$ cat config.mk
export PLATFORM = sky130hd
export DESIGN_NAME = fifo_word_unpacker
export DESIGN_NICKNAME = d
export VERILOG_FILES = /design/src/rtl/fifo_word_unpacker.sv
export SDC_FILE = /design/constraint.sdc
export NUM_CORES = 1
export LEC_CHECK = 0
export ABC_AREA = 0
export CAP_MARGIN = 0
export CORE_UTILIZATION = 45
export CTS_CLUSTER_DIAMETER = 80
export DETAILED_ROUTE_END_ITERATION = 6
export PLACE_DENSITY_LB_ADDON = 0.15
export SKIP_CTS_REPAIR_TIMING = 1
export SYNTH_ARGS = -nofsm -noshare
export SYNTH_HDL_FRONTEND = slang
export SYNTH_SLANG_ARGS = --single-unit
$ cat constraint.sdc
create_clock -name clk -period 2.2 [get_ports clk]
set_input_delay 0.44 -clock clk [delete_from_list [all_inputs] [get_ports clk]]
set_output_delay 0.44 -clock clk [all_outputs]
set_load 0.005 [all_outputs]
$ cat src/rtl/fifo_word_unpacker.sv
// fifo_word_unpacker
// Pops wide entries from the transmit FIFO and streams them out as
// DW_OUT-bit 1553 data words, least-significant slice first, for exactly
// word_count words per message (word_count==0 means 2**WC_W words).
// busy/done frame the message; out_last marks its final word.

module fifo_word_unpacker #(
   parameter int DW_IN  = 32,
   parameter int DW_OUT = 16,
   parameter int WC_W   = 5
) (
   input  logic              clk,
   input  logic              rst_n,
   input  logic              start,
   input  logic [WC_W-1:0]   word_count,
   input  logic              abort,
   output logic              busy,
   output logic              done,
   output logic              fifo_r_req,
   input  logic [DW_IN-1:0]  fifo_data,
   input  logic              fifo_empty,
   output logic              out_valid,
   output logic [DW_OUT-1:0] out_data,
   output logic              out_last,
   input  logic              out_ready
);

   localparam int R  = DW_IN / DW_OUT;
   localparam int SW = (R > 1) ? $clog2(R) : 1;

   localparam logic [SW-1:0] LAST_SLICE = SW'(R - 1);
   localparam logic [SW-1:0] SLICE_ONE  = SW'(1);
   localparam logic [WC_W:0] ONE_WORD   = (WC_W + 1)'(1);
   localparam logic [WC_W:0] MAX_WORDS  = {1'b1, {WC_W{1'b0}}};

   typedef enum logic [2:0] {
      S_IDLE,
      S_FETCH,
      S_WAIT,
      S_EMIT,
      S_DONE
   } state_t;

   state_t            state;
   state_t            state_next;
   logic [WC_W:0]     remaining;
   logic [SW-1:0]     slice;
   logic [DW_IN-1:0]  word_buf;

   // State register.
   // NOTE: sequential state uses non-blocking assignments so every flop
   // samples pre-edge values regardless of block evaluation order.
   always_ff @(posedge clk or negedge rst_n) begin
      if (!rst_n) begin
         state <= S_IDLE;
      end else begin
         state <= state_next;
      end
   end

   // Next-state and output decode; abort overrides everything outside IDLE.
   // NOTE: every output is given a default first so no path leaves a
   // variable unassigned, which would otherwise infer a latch.
   always_comb begin
      state_next = state;
      busy       = 1'b0;
      done       = 1'b0;
      fifo_r_req = 1'b0;
      out_valid  = 1'b0;
      out_last   = 1'b0;
      out_data   = '0;

      case (state)
         S_IDLE: begin
            if (start && !abort) state_next = S_FETCH;
         end

         S_FETCH: begin
            busy       = 1'b1;
            fifo_r_req = !fifo_empty && !abort;
            if (abort)           state_next = S_IDLE;
            else if (fifo_r_req) state_next = S_WAIT;
         end

         S_WAIT: begin
            busy       = 1'b1;
            state_next = abort ? S_IDLE : S_EMIT;
         end

         S_EMIT: begin
            busy      = 1'b1;
            out_valid = 1'b1;
            out_data  = word_buf[int'(slice) * DW_OUT +: DW_OUT];
            out_last  = (remaining == ONE_WORD);
            if (abort) begin
               state_next = S_IDLE;
            end else if (out_ready) begin
               if (remaining == ONE_WORD)   state_next = S_DONE;
               else if (slice == LAST_SLICE) state_next = S_FETCH;
            end
         end

         S_DONE: begin
            busy       = 1'b1;
            done       = 1'b1;
            state_next = S_IDLE;
         end

         default: state_next = S_IDLE;
      endcase
   end

   // Datapath: word counter, slice pointer and the captured FIFO entry.
   // NOTE: word_buf is a single register, not a memory, so it is reset
   // along with the counters and out_data reads 0 straight out of reset.
   always_ff @(posedge clk or negedge rst_n) begin
      if (!rst_n) begin
         remaining <= '0;
         slice     <= '0;
         word_buf  <= '0;
      end else begin
         case (state)
            S_IDLE: begin
               if (start && !abort) begin
                  remaining <= (word_count == '0) ? MAX_WORDS : {1'b0, word_count};
                  slice     <= '0;
               end
            end

            S_WAIT: begin
               if (!abort) begin
                  word_buf <= fifo_data;
                  slice    <= '0;
               end
            end

            S_EMIT: begin
               if (out_ready && !abort) begin
                  remaining <= remaining - ONE_WORD;
                  if (remaining != ONE_WORD && slice != LAST_SLICE)
                     slice <= slice + SLICE_ONE;
               end
            end

            default: ;
         endcase
      end
   end

endmodule
==> run_results.csv <==
group,metric,value,unit
placed_design,place_hpwl,3300,um
placed_design,place_area,2950,um^2
final_layout,syn2layout_area_growth,47.7,%
synthesis,synth.distinct_cells,36,
timing,worst_pin_slew,0.501,ns
die,core_area,4500,um^2
clock_tree,clockBufferDepth,2,
synthesis,synth_xor_area_share,0.402,%
final_layout,final_area,3220,um^2
synthesis,async_flop_share,100,%
global_route,track_usage,19.0,%
critical_path,critPathRequiredTime,1.76,ns
clock_tree,worst_skew_pair.late_latency,0.29,ns
timing,final-max-slew-violation-count,0,
synthesis,synth-simple-area-share,12.7,%
die,num_rows,24,
status,outcome,"complete, no violations",
final_layout,drive_gt1_share,28.1,%
die,die_w,71.6,um
power_and_ir_drop,leakagePower,1.65,nW
timing,relSlewSlack,66.3,%
critical_path,critPathKind,"flop to output port",
clock_tree,cts.clk_slew.worst_paths,0.08,ns
flow_run,cap_violations,0,
die,io_pins,64,
detailed_routing,drtIter0Drc,91,
timing,finClkSkew,0.00116,ns
critical_path,rrSetupSlack,0.41,ns
clock_tree,clockRootBuffer,"clkbuf_8",
hold_path,hp-class,"primary input to async pin",
critical_path,crit_slowest_cell,"or4b_4",
global_route,grt_pass1_vias,1639,
timing,rsz0062_at_grt,"yes",
synthesis,ys_warn_count,0,
placed_design,place_congestion,0.738,
placed_design,io_buffers,63,
global_route,grt_overflow_total,0,
critical_path,cp-start-kind,"flop",
power_and_ir_drop,p_total,3.46,mW
timing,setup_viol_count_final,0,
detailed_routing,post_drt_wl_per_cell,14.5,um
critical_path,crit_fanout,2,
synthesis,ys_seq_elements,42,
clock_tree,cts_max_level,2,
global_route,grt_first_pass_wirelength,7530,um
final_layout,nets,322,
synthesis,synth_seq_area_share,48.2,%
power_and_ir_drop,cellPowerDensity,1070,nW/um^2
detailed_routing,num_vias,1715,
timing,fmax,460,MHz
synthesis,ys.flop_type,"dfrtp_1",
synthesis,muxShareOfSynthArea,24.8,%
timing,hold_viol_final,0,
clock_tree,cts_tree,"done",
critical_path,max_stage_delay,0.45,ns
detailed_routing,postRouteAntennaNets,0,
final_layout,utilization,71.5,%
synthesis,syn_area,2180,um^2
clock_tree,cts_buffers,5,
synthesis,synth_top_family_by_area,"multiplexers",
synthesis,synth_edf_count,0,
detailed_routing,post-route-drc-count,0,
synthesis,synth.avg_cell_area,11.3,um^2
global_route,grt_max_degree,30,
detailed_routing,routed_wl,4800,um
synthesis,syn_nets,238,
critical_path,cp_cell_sequence,"inv_2, ha_1, or4b_4, or2_4, nor2_2, clkbuf_2",
timing,fin_crit,2.17,ns
critical_path,critPathCaptureType,"output port",
synthesis,synth_compound_area_share,7.92,%
detailed_routing,drt-pass1-iter-count,4,
die,die_h,71.6,um
timing,period_share,98.8,%
synthesis,yosys.area_share.adder,1.15,%
critical_path,critPathArrivalTime,1.73,ns
global_route,grt_antenna_before_repair,0,
clock_tree,cts_sinks,42,
critical_path,critPathBufInv,2,
die,die_area,5130,um^2
final_layout,diodes,0,
critical_path,path_delay_family,"simple AND/OR/NAND/NOR gates",
power_and_ir_drop,ir_drop,611,uV
die,floorplan.initialDensity,48.4,%
detailed_routing,vias_per_cell,5.20,
synthesis,syn_inst,193,
-- synthesized netlist by cell type (all sizes together) (2+ instances only) --
master	count	area share (%)
mux2i	18	8.3
nor3b	4	1.4
o21ai	12	2.8
o211ai	2	0.69
and2	2	0.57
ha	2	1.1
nor2b	2	0.57
a22oi	2	1.3
dfrtp	42	48
nand2	3	0.52
inv	6	1.0
clkbuf	2	0.34
nor2	29	5.0
a21oi	6	1.4
mux2	32	17
nor3	4	0.92
buf	11	3.5
-- cell families after synthesis --
logic type / count (synthesis)
buffers and inverters: 19
and+or+nand+nor: 53
adders and majority gates: 2
muxes: 50
AOI/OAI and AO/OA: 26
DFF: 42
xor gates and xnor gates: 1
-- worst paths after layout --
path | start | endpoint | depth (start not counted)
max in group asynchronous | rst_n | state[0] | 2
worst max-delay path | remaining[1] | out_last | 6
min in group clk | word_buf[17] | word_buf[17] | 1
worst max register to register | remaining[1] | state[0] | 7
worst min-delay path | rst_n | remaining[4] | 1
worst min register to register | word_buf[17] | word_buf[17] | 1
-- metal layers --
metal / routed length, um / share of wire, % / up-vias / global-route usage [%]
li1: - / - / 842 / -
met1: 2250 / 47 / 820 / 26.1
met2: 2280 / 48 / 46 / 30.3
met3: 212 / 4.4 / 7 / 3.94
met4: 55 / 1.1 / 0 / 5.88
met5: 0 / 0 / - / 0
-- flip-flops by register name, indices dropped and copies added, names as in the netlist --
register   cells
word_buf      32
slice          1
state          3
remaining      6
-- metrics by stage --
stage | setup slack, ns | std cells | setup TNS (ns) | hold slack, ns
2_1_floorplan | 0.377 | 193 | 0 | 0.144
3_3_place_gp | -0.154 | 313 | -0.208 | 0.420
3_5_place_dp | -0.171 | 313 | -0.240 | 0.429
4_1_cts | -0.400 | 321 | -1.47 | 0.111
5_1_grt | -0.0721 | 330 | -0.0721 | 0.135
6_report | 0.0267 | 330 | 0 | 0.0916
-- placed cells by master (no fill, tap or decap), types with 2 or more instances in the layout --
cell,synthesis,routed
nor3_1,4,4
clkbuf_8,0,5
buf_4,1,20
dfrtp_1,42,41
mux2_1,2,2
a21oi_1,6,6
nand2_1,3,3
o21ai_0,11,11
mux2_2,30,30
clkdlybuf4s50_1,0,42
nor3b_1,4,4
buf_6,3,3
nor2_2,0,3
buf_12,0,2
and2_1,2,2
dlymetal6s2s_1,0,19
o211ai_1,2,2
inv_1,6,5
ha_1,2,2
mux2i_1,18,18
nor2_1,29,26
-- worst register-to-register path, delay by kind of cell, from the launching register on --
kind | cells | cell delay (ns)
adders and majority gates | 1 | 0.12
buffers and inverters | 2 | 0.22
AOI/OAI and AO/OA | 2 | 0.24
DFF | 1 | 0.39
and+or+nand+nor | 2 | 0.70
-- cell type report --
| type | instances | area, um^2 |
|---|---|---|
| clock inverter | 2 | 37.5 |
| fill | 343 | 1280 |
| timing repair buffer | 90 | 932 |
| clock buffer | 6 | 72.6 |
| sequential | 42 | 1050 |
| multi-input combinational | 132 | 1040 |
| tap | 52 | 65.1 |
| inverter | 6 | 22.5 |
-- report_power, final --
part / total (mW) / switching (mW) / internal, mW
sequential: 1.34 / 0.204 / 1.14
combinational: 1.52 / 0.619 / 0.899
clock: 0.598 / 0.259 / 0.338
total: 3.46 / 1.08 / 2.38
No activity file was read; power rests on OpenSTA's default activity.
